`src/rtl/uart_pkg.sv`:
```
// Shared definitions for the UART transmitter.
// Holds the transmit FSM state type, the 8N1 frame constants and the
// default bit period used by uart_tx.
package uart_pkg;

  typedef enum logic [1:0] {
    IDLE  = 2'd0,
    START = 2'd1,
    DATA  = 2'd2,
    STOP  = 2'd3
  } uart_state_e;

  localparam logic START_BIT       = 1'b0;
  localparam logic STOP_BIT        = 1'b1;
  localparam int   DATA_BITS       = 8;
  localparam int   DIVIDER_DEFAULT = 16;

endpackage

```
`src/rtl/uart_tx_if.sv`:
```
// Byte-stream handshake into the UART transmitter.
//   iData  : byte offered by the producer
//   iValid : iData is valid this cycle
//   oReady : transmitter can take a byte this cycle
// A byte moves on any rising edge where iValid && oReady.
interface uart_tx_if;

  logic [7:0] iData;
  logic       iValid;
  logic       oReady;

  modport master (output iData, output iValid, input  oReady);
  modport slave  (input  iData, input  iValid, output oReady);

endinterface

```
`src/rtl/uart_tx_fifo.sv`:
```
// Byte FIFO buffering transmit data ahead of the serialiser.
//   clk, reset          : clock, synchronous active-high reset
//   push_i, wdata_i     : write request and byte (ignored when full)
//   pop_i, rdata_o      : read request and head byte (ignored when empty)
//   full_o, empty_o     : occupancy flags from registered count
//   count_o             : current number of stored bytes (0..DEPTH)
module uart_tx_fifo #(
  parameter int DEPTH = 4
) (
  input  logic                         clk,
  input  logic                         reset,
  input  logic                         push_i,
  input  logic [7:0]                   wdata_i,
  input  logic                         pop_i,
  output logic [7:0]                   rdata_o,
  output logic                         full_o,
  output logic                         empty_o,
  output logic [$clog2(DEPTH+1)-1:0]   count_o
);

  localparam int PTR_W = $clog2(DEPTH);
  localparam int CNT_W = $clog2(DEPTH+1);

  logic [7:0]       mem_q [DEPTH];
  logic [PTR_W-1:0] wr_ptr_q;
  logic [PTR_W-1:0] rd_ptr_q;
  logic [CNT_W-1:0] count_q;
  logic             do_push;
  logic             do_pop;

  assign full_o  = (count_q == CNT_W'(DEPTH));
  assign empty_o = (count_q == '0);
  assign count_o = count_q;
  assign rdata_o = mem_q[rd_ptr_q];

  // Full blocks the push even when a pop frees a slot in the same cycle,
  // so acceptance never depends on the consumer's combinational decision.
  assign do_push = push_i && !full_o;
  assign do_pop  = pop_i && !empty_o;

  // Storage carries data only and needs no reset.
  always_ff @(posedge clk) begin
    if (do_push) begin
      mem_q[wr_ptr_q] <= wdata_i;
    end
  end

  // DEPTH is a power of two, so the pointers wrap naturally.
  always_ff @(posedge clk) begin
    if (reset) begin
      wr_ptr_q <= '0;
      rd_ptr_q <= '0;
      count_q  <= '0;
    end else begin
      if (do_push) wr_ptr_q <= wr_ptr_q + 1'b1;
      if (do_pop)  rd_ptr_q <= rd_ptr_q + 1'b1;
      case ({do_push, do_pop})
        2'b10:   count_q <= count_q + 1'b1;
        2'b01:   count_q <= count_q - 1'b1;
        default: count_q <= count_q;
      endcase
    end
  end

endmodule

```
`src/rtl/uart_tx.sv`:
```
// 8N1 UART transmitter with a small input FIFO.
//   clk, reset : clock, synchronous active-high reset
//   bus        : byte handshake (iData, iValid in; oReady out)
//   TX         : registered serial line, idles high
//   oBusy      : a frame is on the line or bytes are still queued
// Each bit is held for DIVIDER clocks; frames queued in the FIFO follow
// each other with no idle gap between stop and start bits.
module uart_tx
  import uart_pkg::*;
#(
  parameter int DIVIDER = DIVIDER_DEFAULT,
  parameter int DEPTH   = 4
) (
  input  logic      clk,
  input  logic      reset,
  uart_tx_if.slave  bus,
  output logic      TX,
  output logic      oBusy
);

  localparam int               CNT_W    = $clog2(DIVIDER);
  localparam logic [CNT_W-1:0] CNT_LAST = CNT_W'(DIVIDER - 1);

  uart_state_e      state_q, state_d;
  logic [CNT_W-1:0] cnt_q, cnt_d;
  logic [2:0]       idx_q, idx_d;
  logic [7:0]       shift_q, shift_d;
  logic             tx_q, tx_d;

  logic             pop;
  logic [7:0]       head;
  logic             full;
  logic             empty;
  logic [$clog2(DEPTH+1)-1:0] count;
  logic             bit_done;

  uart_tx_fifo #(.DEPTH(DEPTH)) u_fifo (
    .clk     (clk),
    .reset   (reset),
    .push_i  (bus.iValid),
    .wdata_i (bus.iData),
    .pop_i   (pop),
    .rdata_o (head),
    .full_o  (full),
    .empty_o (empty),
    .count_o (count)
  );

  // Ready depends only on the registered count; it is held low while
  // reset is asserted so nothing is offered during the reset cycle.
  assign bus.oReady = !full && !reset;
  assign TX         = tx_q;
  assign oBusy      = (state_q != IDLE) || (count != '0);

  assign bit_done = (cnt_q == CNT_LAST);

  // tx_d is the value the line takes after the next edge, so every
  // transition loads the first value of the bit being entered.
  always_comb begin
    state_d = state_q;
    cnt_d   = bit_done ? '0 : cnt_q + 1'b1;
    idx_d   = idx_q;
    shift_d = shift_q;
    tx_d    = tx_q;
    pop     = 1'b0;
    case (state_q)
      IDLE: begin
        cnt_d = '0;
        tx_d  = STOP_BIT;
        if (!empty) begin
          pop     = 1'b1;
          shift_d = head;
          state_d = START;
          tx_d    = START_BIT;
        end
      end
      START: begin
        if (bit_done) begin
          state_d = DATA;
          idx_d   = '0;
          tx_d    = shift_q[0];
        end
      end
      DATA: begin
        if (bit_done) begin
          if (idx_q == 3'(DATA_BITS - 1)) begin
            state_d = STOP;
            tx_d    = STOP_BIT;
          end else begin
            shift_d = shift_q >> 1;
            idx_d   = idx_q + 3'd1;
            tx_d    = shift_q[1];
          end
        end
      end
      STOP: begin
        if (bit_done) begin
          if (!empty) begin
            pop     = 1'b1;
            shift_d = head;
            state_d = START;
            tx_d    = START_BIT;
          end else begin
            state_d = IDLE;
            tx_d    = STOP_BIT;
          end
        end
      end
      default: begin
        state_d = IDLE;
        tx_d    = STOP_BIT;
      end
    endcase
  end

  always_ff @(posedge clk) begin
    if (reset) begin
      state_q <= IDLE;
      cnt_q   <= '0;
      idx_q   <= '0;
      shift_q <= '0;
      tx_q    <= STOP_BIT;
    end else begin
      state_q <= state_d;
      cnt_q   <= cnt_d;
      idx_q   <= idx_d;
      shift_q <= shift_d;
      tx_q    <= tx_d;
    end
  end

endmodule

```
`src/flat_wrapper.sv`:
```
// flat-port wrapper written by rule: the top's interface ports become plain ports
module uart_tx_flat import uart_pkg::*;
#(
  parameter int DIVIDER = DIVIDER_DEFAULT,
  parameter int DEPTH   = 4
)
  (clk, reset, TX, oBusy, bus_iData, bus_iValid, bus_oReady);
  uart_tx_if bus_i ();
  input  logic clk;
  input  logic reset;
  output logic TX;
  output logic oBusy;
  input wire logic [$bits(bus_i.iData)-1:0] bus_iData;
  input wire logic [$bits(bus_i.iValid)-1:0] bus_iValid;
  output wire logic [$bits(bus_i.oReady)-1:0] bus_oReady;
  assign bus_i.iData = bus_iData;
  assign bus_i.iValid = bus_iValid;
  assign bus_oReady = bus_i.oReady;
  uart_tx #(.DIVIDER(DIVIDER), .DEPTH(DEPTH)) u_core (.clk(clk), .reset(reset), .bus(bus_i), .TX(TX), .oBusy(oBusy));
endmodule
```
`config.mk`:
```
export PLATFORM = sky130hd
export DESIGN_NAME = uart_tx_flat
export DESIGN_NICKNAME = d
export VERILOG_FILES = /design/src/rtl/uart_pkg.sv /design/src/rtl/uart_tx_if.sv /design/src/rtl/uart_tx_fifo.sv /design/src/rtl/uart_tx.sv /design/src/flat_wrapper.sv
export SDC_FILE = /design/constraint.sdc
export NUM_CORES = 1
export LEC_CHECK = 0
export BUFFER_PORTS_ARGS = -buffer_cell sky130_fd_sc_hd__buf_2
export CAP_MARGIN = 20
export CORE_UTILIZATION = 25
export CTS_BUF_LIST = sky130_fd_sc_hd__clkbuf_8
export DETAILED_ROUTE_END_ITERATION = 8
export GPL_TIMING_DRIVEN = 0
export PLACE_DENSITY = 0.35
export RECOVER_POWER = 50
export SYNTH_ARGS = -nofsm -noshare
export SYNTH_HDL_FRONTEND = slang
export SYNTH_SLANG_ARGS = --single-unit
```
`constraint.sdc`:
```
create_clock -name clk -period 3 [get_ports clk]
set_input_delay 0.45 -clock clk [delete_from_list [all_inputs] [get_ports clk]]
set_output_delay 0.45 -clock clk [all_outputs]
set_load 0.02 [all_outputs]
```
==> impl_metrics.env, run 1 <==
export IMPL_status="finished clean"
export IMPL_tightestPinTransition_ps=830
export IMPL_r2r_end="u_core.u_fifo.count_o[2]$_SDFFE_PP0P_"
export IMPL_dieArea_sq_um=10700
export IMPL_synth_area_leaders="edfxtp_1 (37%), dfxtp_1 (21%), mux4_2 (7.0%)"
export IMPL_gr_total_overflow=0
export IMPL_fp_rows=36
export IMPL_max_slew_margin=0.442
export IMPL_finalSetupViolCount=0
export IMPL_grt_setup_unrepaired="false"
export IMPL_cts_tree="built"
export IMPL_layout_drive_gt1_share=0.140
export IMPL_timing_hold_worst_path_depth=2
export IMPL_end_kind="flip-flop"
export IMPL_grt_first_pass_wirelength_mm=8.55
export IMPL_iteration_0_drc_markers=16
export IMPL_report_final_hold_viol_count=0
export IMPL_start_util=0.261
export IMPL_cts_clk_slew_worst_paths_ps=70
export IMPL_worstHoldEndpoint="u_core.shift_q[1]$_SDFFE_PP0P_"
export IMPL_met1Wirelength_mm=2.39
export IMPL_worstReg2RegStart="u_core.state_q[1]$_SDFFE_PP0P_"
export IMPL_detail_route_drc_violations=0
export IMPL_class_of_the_worst_hold_path="in -> reg"
export IMPL_max_clock_path_buffers=2
export IMPL_holdBufCountCts=0
export IMPL_flow_area_growth_from_synthesis_pct=14.9
export IMPL_holdCritStartpoint="reset"
export IMPL_worst_setup_path_type="reg -> reg"
export IMPL_gpl_congestion=0.652
export IMPL_critical_path_max_fanout=5
export IMPL_io_pins=14
export IMPL_dr_total_vias=1565
export IMPL_drt_wirelength_per_cell_microns=14.4
export IMPL_worst_setup_path_start_kind="flip-flop"
export IMPL_die_height_microns=103
export IMPL_hold_slack_ps=364
export IMPL_number_of_antenna_violations_at_the_first_check_in_global_routing=0
export IMPL_nNetsFinal=249
export IMPL_synthDominantCellAreaShare=0.374
export IMPL_finish_utilization=0.299
export IMPL_ys_ff_latch=59
export IMPL_worst_ep_required_time_ps=3270
export IMPL_ir_worst_vdd_mv=0.257
export IMPL_post_dp_hpwl_mm=3.52
export IMPL_synth_area_per_cell_sq_um=12.8
export IMPL_via_count_of_the_first_global_routing_pass=1655
export IMPL_fmax_mhz=380
export IMPL_netlist_instances=200
export IMPL_cts_buffer_count=9
export IMPL_cts_setup_buffers=0
export IMPL_fin_setup_tns_ps=0
export IMPL_timing_final_crit_period_ps=2630
export IMPL_drv_cap=0
export IMPL_finalClockSkew_ps=8.43
export IMPL_core_area_sq_um=9860
export IMPL_drv_slew=0
export IMPL_yosys_warnings=0
export IMPL_vias_per_cell=4.32
export IMPL_top_signal_layer_used="met4"
export IMPL_clk_root_buffer_cell="clkbuf_8"
export IMPL_detailedRoute_firstPassIterationCount=4
export IMPL_power_static_leakage_nw=1.03
export IMPL_post_synth_instance_area_sq_um=2570
export IMPL_yosysSeqAreaShare=0.584
export IMPL_met3WireLength_microns=168
export IMPL_period_share=0.876
export IMPL_worstPathArrival_ps=2900
export IMPL_grt_max_degree=13
export IMPL_numClockSinks=59
export IMPL_layout_filler_cells=1003
export IMPL_cts_repair_resize_count=0
export IMPL_h_tree_depth=3
export IMPL_routed_wl_met2_mm=2.54
export IMPL_synth_nets=225
export IMPL_antennaDiodeCount=0
export IMPL_cellPowerDensity_nw_per_um2=946
export IMPL_wl_final_mm=5.20
export IMPL_chipWidth_microns=103
export IMPL_rr_worst_depth=9
export IMPL_clock_latency_of_the_later_clocked_register_in_the_worst_skew_pair_ps=340
export IMPL_setup_slack_reg_to_reg_ps=370
export IMPL_final_antenna_net_count=0
export IMPL_synth_largest_area_cell="edfxtp_1"
export IMPL_synth_distinct_cells=34
export IMPL_grt_use_total=0.114
export IMPL_place_port_buffers=13
where the power goes:
| group | switching (mW) | total [mW] | internal [mW] |
|---|---|---|---|
| clock network | 0.352 | 0.656 | 0.304 |
| registers | 0.0840 | 1.09 | 1.01 |
| logic | 0.619 | 1.04 | 0.423 |
| total | 1.05 | 2.79 | 1.74 |
final cells by class:
type                    instances  area (sq um)  area share
inverters                       9          33.8      0.0114
well taps                     133           166      0.0564
flip-flops and latches         59          1500       0.508
multi-input cells             125           993       0.336
clock buffers                   9           124      0.0419
plain buffers                   7          28.8     0.00975
clock inverters                 7          52.6      0.0178
repair buffers                 13          52.6      0.0178
critical path: stages (launching register included):
cell and delay [ps]:
dfxtp_1 410, inv_1 100, ha_1 370, nor3_1 330
ha_1 250, inv_1 70, fa_1 430, xor2_1 160
or3_1 300, a21oi_1 150
through the flow:
stage                     power (mW)  instance area (sq um)  worst slack [ps]  std cells
after floorplan                 1.92                   2570               610        200
after global placement          2.23                   2800               345        346
after detailed placement        2.22                   2800               358        346
after CTS                       2.89                   2980               323        362
after global routing            3.02                   2950               192        362
final                           2.79                   2950               372        362
cell usage in the layout (no fill, tap or decap), drive strengths merged, types with 2 or more instances in the layout:
cell type  count
a21oi         12
a221oi         2
a311oi         7
and2           8
buf            5
clkbuf        24
clkinv         4
dfxtp         27
edfxtp        32
ha            13
inv           11
mux2i          5
mux4           8
nand2         10
nand2b         7
nand3          4
nor2          18
nor2b          4
nor3           4
nor4b          2
o21ai          5
or3            2
xnor2          4
xor2           3
how the worst max path moves through the flow:
stage	slack (ps)	endpoint	start
after CTS	320	u_core.u_fifo.count_o[2]$_SDFFE_PP0P_	u_core.state_q[1]$_SDFFE_PP0P_
after global placement	350	u_core.u_fifo.count_o[2]$_SDFFE_PP0P_	u_core.state_q[1]$_SDFFE_PP0P_
after detailed placement	360	u_core.u_fifo.count_o[2]$_SDFFE_PP0P_	u_core.state_q[1]$_SDFFE_PP0P_
final	370	u_core.u_fifo.count_o[2]$_SDFFE_PP0P_	u_core.state_q[1]$_SDFFE_PP0P_
after global routing	190	u_core.u_fifo.count_o[2]$_SDFFE_PP0P_	u_core.state_q[1]$_SDFFE_PP0P_
after floorplan	610	u_core.u_fifo.count_o[2]$_SDFFE_PP0P_	u_core.state_q[0]$_SDFFE_PP0P_
kinds of logic after synthesis:
family,Yosys count,share of synthesized area
multiplexers,13,0.0896
adder cells (fa/ha/maj),14,0.0711
XOR/XNOR,7,0.0239
AND/OR/NAND/NOR,60,0.119
flip-flops,59,0.584
buffers and inverters,16,0.0243
AO/OA/AOI/OAI,31,0.0881
cells in the mapped netlist:
| cell type | instances |
|---|---|
| or3_4 | 1 |
| a21oi_1 | 12 |
| xnor2_1 | 4 |
| fa_1 | 1 |
| o21ai_1 | 1 |
| edfxtp_1 | 32 |
| a211oi_4 | 1 |
| nor3_1 | 4 |
| a221oi_1 | 1 |
| clkbuf_1 | 5 |
| o21ai_0 | 4 |
| mux4_2 | 8 |
| mux2i_1 | 5 |
| or3_1 | 1 |
| o21ba_2 | 1 |
| a21boi_1 | 1 |
| and2_0 | 1 |
| a21bo_2 | 1 |
| nor4b_1 | 2 |
| nand2_1 | 10 |
| a41oi_1 | 1 |
| nand3_1 | 4 |
| a221oi_2 | 1 |
| nor2_1 | 18 |
| ha_1 | 13 |
| and3_1 | 1 |
| dfxtp_1 | 27 |
| a311oi_1 | 7 |
| nor2b_1 | 4 |
| nand2b_1 | 7 |
| inv_1 | 9 |
| buf_2 | 2 |
| and2_1 | 7 |
| xor2_1 | 3 |
flip-flops by register name, summed over array words and instances, names as in the netlist, named ones only:
name and count:
u_core.u_fifo.wr_ptr_q 2, u_core.idx_q 3, u_core.u_fifo.count_o 3, u_core.u_fifo.rd_ptr_q 2, u_core.TX 1, u_core.shift_q 8, u_core.state_q 2, u_core.cnt_q 4
u_core.u_fifo.mem_q 32
layer usage:
layer,track usage,vias to the layer above
met4,0.0520,0
li1,-,778
met5,0,-
met3,0.0423,10
met1,0.131,759
met2,0.190,18
Note: power is estimated with default switching activity, not from simulation.
==> run 2: changes to the inputs <==
- CORE_UTILIZATION: 25 -> 45
- PLACE_DENSITY: 0.35 -> 0.58
==> run 2 against run 1 <==
Hold slack improved by 11 ps; first-iteration DRC count rose to 4.9 times the previous value; global-route usage grew 5.7 points; critical path depth stayed put; core utilization rose by 23 points.
==> impl_metrics.env, run 2 (synthesis results as in run 1) <==
export IMPL_placed_cell_area_sq_um=2730
export IMPL_mostFrequentLayoutCell="edfxtp_1"
export IMPL_critical_path_cell_chain="inv_1 > ha_1 > nor3_1 > ha_1 > inv_1 > fa_1 > xor2_1 > or3_1 > a21oi_1"
export IMPL_cellPowerDensity_nw_per_um2=981
export IMPL_dp_slack_ps=384
export IMPL_finish_utilization=0.526
export IMPL_place_inst=285
export IMPL_timing_final_crit_period_ps=2640
export IMPL_holdBufCountCts=0
export IMPL_fp_rows=27
export IMPL_h_tree_depth=3
export IMPL_ir_worst_vdd_mv=0.385
export IMPL_io_pins=14
export IMPL_layout_top_registers="u_core.u_fifo.mem_q (32), u_core.shift_q (8), u_core.cnt_q (4)"
export IMPL_max_slew_margin=0.456
export IMPL_fmax_mhz=379
export IMPL_place_port_buffers=13
export IMPL_grt_max_degree=11
export IMPL_antennaDiodeCount=0
export IMPL_drv_cap=0
export IMPL_period_share=0.880
export IMPL_worst_ep_required_time_ps=3270
export IMPL_finalInstanceArea_sq_um=2900
export IMPL_power_static_leakage_nw=1.04
export IMPL_start_util=0.467
export IMPL_die_height_microns=77.6
export IMPL_status="finished clean"
export IMPL_finalClockSkew_ps=14.9
export IMPL_grt_setup_unrepaired="false"
export IMPL_nNetsFinal=249
export IMPL_critical_path_slowest_cell="fa_1"
export IMPL_clk_root_buffer_cell="clkbuf_8"
export IMPL_worstPathArrival_ps=2910
export IMPL_flow_area_growth_from_synthesis_pct=12.7
export IMPL_cts_buffer_count=9
export IMPL_clock_latency_of_the_later_clocked_register_in_the_worst_skew_pair_ps=340
export IMPL_crit_start="u_core.state_q[1]$_SDFFE_PP0P_"
export IMPL_report_final_hold_viol_count=0
export IMPL_drv_slew=0
export IMPL_final_antenna_net_count=0
export IMPL_detail_route_drc_violations=0
export IMPL_core_area_sq_um=5510
export IMPL_worst_setup_path_start_kind="flip-flop"
export IMPL_report_power_total_mw=2.84
export IMPL_tightestPinTransition_ps=808
export IMPL_finalSetupViolCount=0
export IMPL_wl_final_mm=4.77
export IMPL_grt_first_pass_wirelength_mm=7.56
export IMPL_class_of_the_worst_hold_path="in -> reg"
export IMPL_dr_total_vias=1600
export IMPL_largest_reg_flops=32
export IMPL_detailedRoute_firstPassIterationCount=4
export IMPL_worst_setup_path_type="reg -> reg"
export IMPL_chipWidth_microns=77.6
export IMPL_holdCritStartpoint="bus_iData[0]"
export IMPL_via_count_of_the_first_global_routing_pass=1608
export IMPL_number_of_antenna_violations_at_the_first_check_in_global_routing=0
export IMPL_grt_use_total=0.171
export IMPL_crit_path_max_incr_delay_ps=440
export IMPL_post_dp_hpwl_mm=3.34
export IMPL_cts_tree="built"
export IMPL_gpl_congestion=0.799
export IMPL_largest_register="u_core.u_fifo.mem_q"
export IMPL_numClockSinks=59
export IMPL_critical_path_max_fanout=5
export IMPL_cts_setup_buffers=0
export IMPL_worstReg2RegStart="u_core.state_q[1]$_SDFFE_PP0P_"
export IMPL_max_clock_path_buffers=2
export IMPL_hold_slack_ps=375
export IMPL_final_cell_mix="edfxtp_1 (32), dfxtp_1 (27), nor2_1 (18)"
export IMPL_fin_ws_ps=360
export IMPL_cts_clk_slew_worst_paths_ps=70
export IMPL_gr_total_overflow=0
export IMPL_instances_no_fill=301
export IMPL_vias_per_cell=5.32
export IMPL_end_kind="flip-flop"
export IMPL_dieArea_sq_um=6020
export IMPL_drt_wirelength_per_cell_microns=15.8
export IMPL_cts_repair_resize_count=0
export IMPL_iteration_0_drc_markers=78
export IMPL_layout_drive_gt1_share=0.135
export IMPL_fin_setup_tns_ps=0
## run 2: report_power, final
group	switching (mW)	internal, mW	total, mW
Clock	0.305	0.373	0.677
Sequential	0.0890	1.01	1.10
Combinational	0.621	0.443	1.06
Total	1.01	1.83	2.84
## run 2: worst max-delay path: cells and delay by family, from the launching register on
kind                       cells  cell delay [ps]
AOI/OAI and AO/OA              1              140
buffers and inverters          2              170
adders and majority gates      3             1040
xor gates and xnor gates       1              160
DFF                            1              410
and+or+nand+nor                2              650
## run 2: cell type report
| cell class | count | area [sq um] |
|---|---|---|
| Buffer | 7 | 28.8 |
| Sequential cell | 59 | 1500 |
| Tap cell | 72 | 90.1 |
| Clock inverter | 7 | 60.1 |
| Multi-Input combinational cell | 125 | 1010 |
| Fill cell | 474 | 2610 |
| Timing Repair Buffer | 13 | 52.6 |
| Clock buffer | 9 | 124 |
| Inverter | 9 | 33.8 |
## run 2: final timing paths
check	to	slack [ps]	cells past startpoint
worst max-delay path	u_core.u_fifo.count_o[2]$_SDFFE_PP0P_	360	9
worst min-delay path	u_core.u_fifo.mem_q[3][0]$_DFFE_PP_	380	1
worst max register to register	u_core.u_fifo.count_o[2]$_SDFFE_PP0P_	360	9
worst min register to register	u_core.cnt_q[0]$_SDFF_PP0_	460	1
## run 2: routing by layer
layer / share of wire / global-route usage / up-vias
li1: - / - / 771
met1: 0.45 / 0.195 / 783
met2: 0.50 / 0.289 / 33
met3: 0.037 / 0.0565 / 13
met4: 0.019 / 0.0792 / 0
met5: 0 / 0 / -
==> run 3: changes to the inputs <==
==> constraint.sdc (replaced) <==
create_clock -name clk -period 3 [get_ports clk]
set_input_delay 0 -clock clk [delete_from_list [all_inputs] [get_ports clk]]
set_output_delay 0 -clock clk [all_outputs]
set_load 0.02 [all_outputs]
==> run 3 against run 2 <==
Register-to-register slack about the same; core utilization increased by 1.6 points; non-clock buffer count increased by 9; hold slack got worse by 82 ps; flip-flop and latch count unchanged; first-iteration DRC count increased by 6.4%; routed wire length increased by 2.7%; setup slack got worse by 2.6 ps; count of clock-buffer cells in the layout unchanged; die area unchanged; sequential power about the same.
==> impl_metrics.env, run 3 (synthesis results as in run 1) <==
export IMPL_period_share=0.881
export IMPL_wl_final_mm=4.90
export IMPL_worstHoldEndpoint="u_core.u_fifo.wr_ptr_q[0]$_SDFFE_PP0P_"
export IMPL_tightestPinTransition_ps=802
export IMPL_vias_per_cell=5.31
export IMPL_finalClockSkew_ps=9.16
export IMPL_numClockSinks=59
export IMPL_clk_root_buffer_cell="clkbuf_8"
export IMPL_grt_setup_unrepaired="false"
export IMPL_rr_worst_depth=9
export IMPL_final_cell_mix="edfxtp_1 (32), dfxtp_1 (27), nor2_1 (18)"
export IMPL_drt_wirelength_per_cell_microns=15.8
export IMPL_class_of_the_worst_hold_path="in -> reg"
export IMPL_layout_filler_cells=472
export IMPL_finalSetupViolCount=0
export IMPL_dieArea_sq_um=6020
export IMPL_end_kind="flip-flop"
export IMPL_max_slew_margin=0.461
export IMPL_fin_setup_tns_ps=0
export IMPL_clock_latency_of_the_later_clocked_register_in_the_worst_skew_pair_ps=330
export IMPL_worst_setup_path_type="reg -> reg"
export IMPL_number_of_antenna_violations_at_the_first_check_in_global_routing=0
export IMPL_grt_use_total=0.174
export IMPL_cts_tree="built"
export IMPL_mostFrequentLayoutCell="edfxtp_1"
export IMPL_setup_slack_reg_to_reg_ps=360
export IMPL_ir_worst_vdd_mv=0.386
export IMPL_via_count_of_the_first_global_routing_pass=1641
export IMPL_cts_buffer_count=9
export IMPL_die_height_microns=77.6
export IMPL_iteration_0_drc_markers=83
export IMPL_crit_path_max_incr_delay_ps=430
export IMPL_worstPathArrival_ps=2910
export IMPL_grt_first_pass_wirelength_mm=7.69
export IMPL_critical_path_cell_chain="inv_1 > ha_1 > nor3_1 > ha_1 > inv_1 > fa_1 > xor2_1 > or3_1 > a21oi_1"
export IMPL_drv_cap=0
export IMPL_holdCritStartpoint="bus_iValid"
export IMPL_status="finished clean"
export IMPL_chipWidth_microns=77.6
export IMPL_core_area_sq_um=5510
export IMPL_io_pins=14
export IMPL_flow_area_growth_from_synthesis_pct=16.2
export IMPL_nNetsFinal=258
export IMPL_detailedRoute_firstPassIterationCount=4
export IMPL_grt_max_degree=11
export IMPL_fmax_mhz=378
export IMPL_place_port_buffers=13
export IMPL_critical_path_max_fanout=5
export IMPL_largest_register="u_core.u_fifo.mem_q"
export IMPL_timing_final_crit_period_ps=2640
export IMPL_final_antenna_net_count=0
export IMPL_largest_reg_flops=32
export IMPL_hold_slack_ps=294
export IMPL_worst_setup_path_start_kind="flip-flop"
export IMPL_layout_top_registers="u_core.u_fifo.mem_q (32), u_core.shift_q (8), u_core.cnt_q (4)"
export IMPL_h_tree_depth=3
export IMPL_worstReg2RegStart="u_core.state_q[1]$_SDFFE_PP0P_"
export IMPL_critical_path_slowest_cell="fa_1"
export IMPL_drv_slew=0
export IMPL_multi_input_comb_area_sq_um=1010
export IMPL_post_dp_hpwl_mm=3.34
export IMPL_cts_clk_slew_worst_paths_ps=70
export IMPL_detail_route_drc_violations=0
export IMPL_gr_total_overflow=0
export IMPL_start_util=0.467
export IMPL_cts_setup_buffers=0
export IMPL_seqCellArea_sq_um=1500
export IMPL_report_final_hold_viol_count=0
export IMPL_r2r_end="u_core.u_fifo.count_o[2]$_SDFFE_PP0P_"
export IMPL_worst_ep_required_time_ps=3270
export IMPL_antennaDiodeCount=0
export IMPL_power_static_leakage_nw=1.07
export IMPL_layout_drive_gt1_share=0.130
export IMPL_cellPowerDensity_nw_per_um2=956
export IMPL_dr_total_vias=1646
export IMPL_timing_hold_worst_path_depth=4
export IMPL_gpl_congestion=0.799
export IMPL_max_clock_path_buffers=2
export IMPL_fp_rows=27
-- run 3: cell types whose count changed in the layout (fill, tap and decap cells not counted) --
cell           previous run  this run
dlygate4sd3_1             0         9
-- run 3: layer usage --
metal	vias to the layer above	part of all wire	routed length, microns	global-route usage
li1	788	-	-	-
met1	814	0.45	2190	0.199
met2	36	0.50	2460	0.296
met3	8	0.037	180	0.0565
met4	0	0.013	64	0.0792
met5	-	0	0	0
-- run 3: layout make-up --
class | count | share of cell area
multi-input combinational | 125 | 0.337
inverter | 9 | 0.0113
buffer | 7 | 0.00964
clock buffer | 9 | 0.0415
sequential | 59 | 0.503
tap | 72 | 0.0302
timing repair buffer | 22 | 0.0478
clock inverter | 7 | 0.0201
-- run 3: how the worst max path moves through the flow --
stage	cells after the start	startpoint	end	slack, ps
after floorplan	9	u_core.state_q[0]$_SDFFE_PP0P_	u_core.u_fifo.count_o[2]$_SDFFE_PP0P_	610
after global placement	9	u_core.state_q[1]$_SDFFE_PP0P_	u_core.u_fifo.count_o[2]$_SDFFE_PP0P_	470
after detailed placement	9	u_core.state_q[0]$_SDFFE_PP0P_	u_core.u_fifo.count_o[2]$_SDFFE_PP0P_	380
after CTS	9	u_core.state_q[0]$_SDFFE_PP0P_	u_core.u_fifo.count_o[2]$_SDFFE_PP0P_	370
after global routing	9	u_core.state_q[0]$_SDFFE_PP0P_	u_core.u_fifo.count_o[2]$_SDFFE_PP0P_	240
final	9	u_core.state_q[1]$_SDFFE_PP0P_	u_core.u_fifo.count_o[2]$_SDFFE_PP0P_	360
-- run 3: worst max-delay path: cells and delay by family (launching register included) --
kind | cells | cell delay (ps)
adder cells (fa/ha/maj) | 3 | 1040
AND/OR/NAND/NOR | 2 | 660
flip-flops | 1 | 400
buffers and inverters | 2 | 170
XOR/XNOR | 1 | 160
AO/OA/AOI/OAI | 1 | 140
-- run 3: power by group --
| group | internal [mW] | total, mW | leakage [nW] | switching (mW) |
|---|---|---|---|---|
| logic | 0.451 | 1.08 | 0.460 | 0.626 |
| registers | 1.01 | 1.10 | 0.515 | 0.0890 |
| clock network | 0.373 | 0.678 | 0.0976 | 0.305 |
-- run 3: metrics by stage --
step	power [mW]	area, sq um	utilization	std cells	setup slack (ps)
floorplan	1.92	2570	-	200	610
global placement	2.12	2730	0.495	285	474
detailed placement	2.18	2730	0.495	285	384
CTS	2.87	3000	0.545	310	368
global route	3.03	2990	0.542	310	238
finish	2.86	2990	0.542	310	357
-- run 3: repair_timing --
| item | CTS | global route |
|---|---|---|
| hold buffers | 9 | 0 |
| resized for setup | 0 | 0 |
| hold endpoints to repair | 35 | 0 |
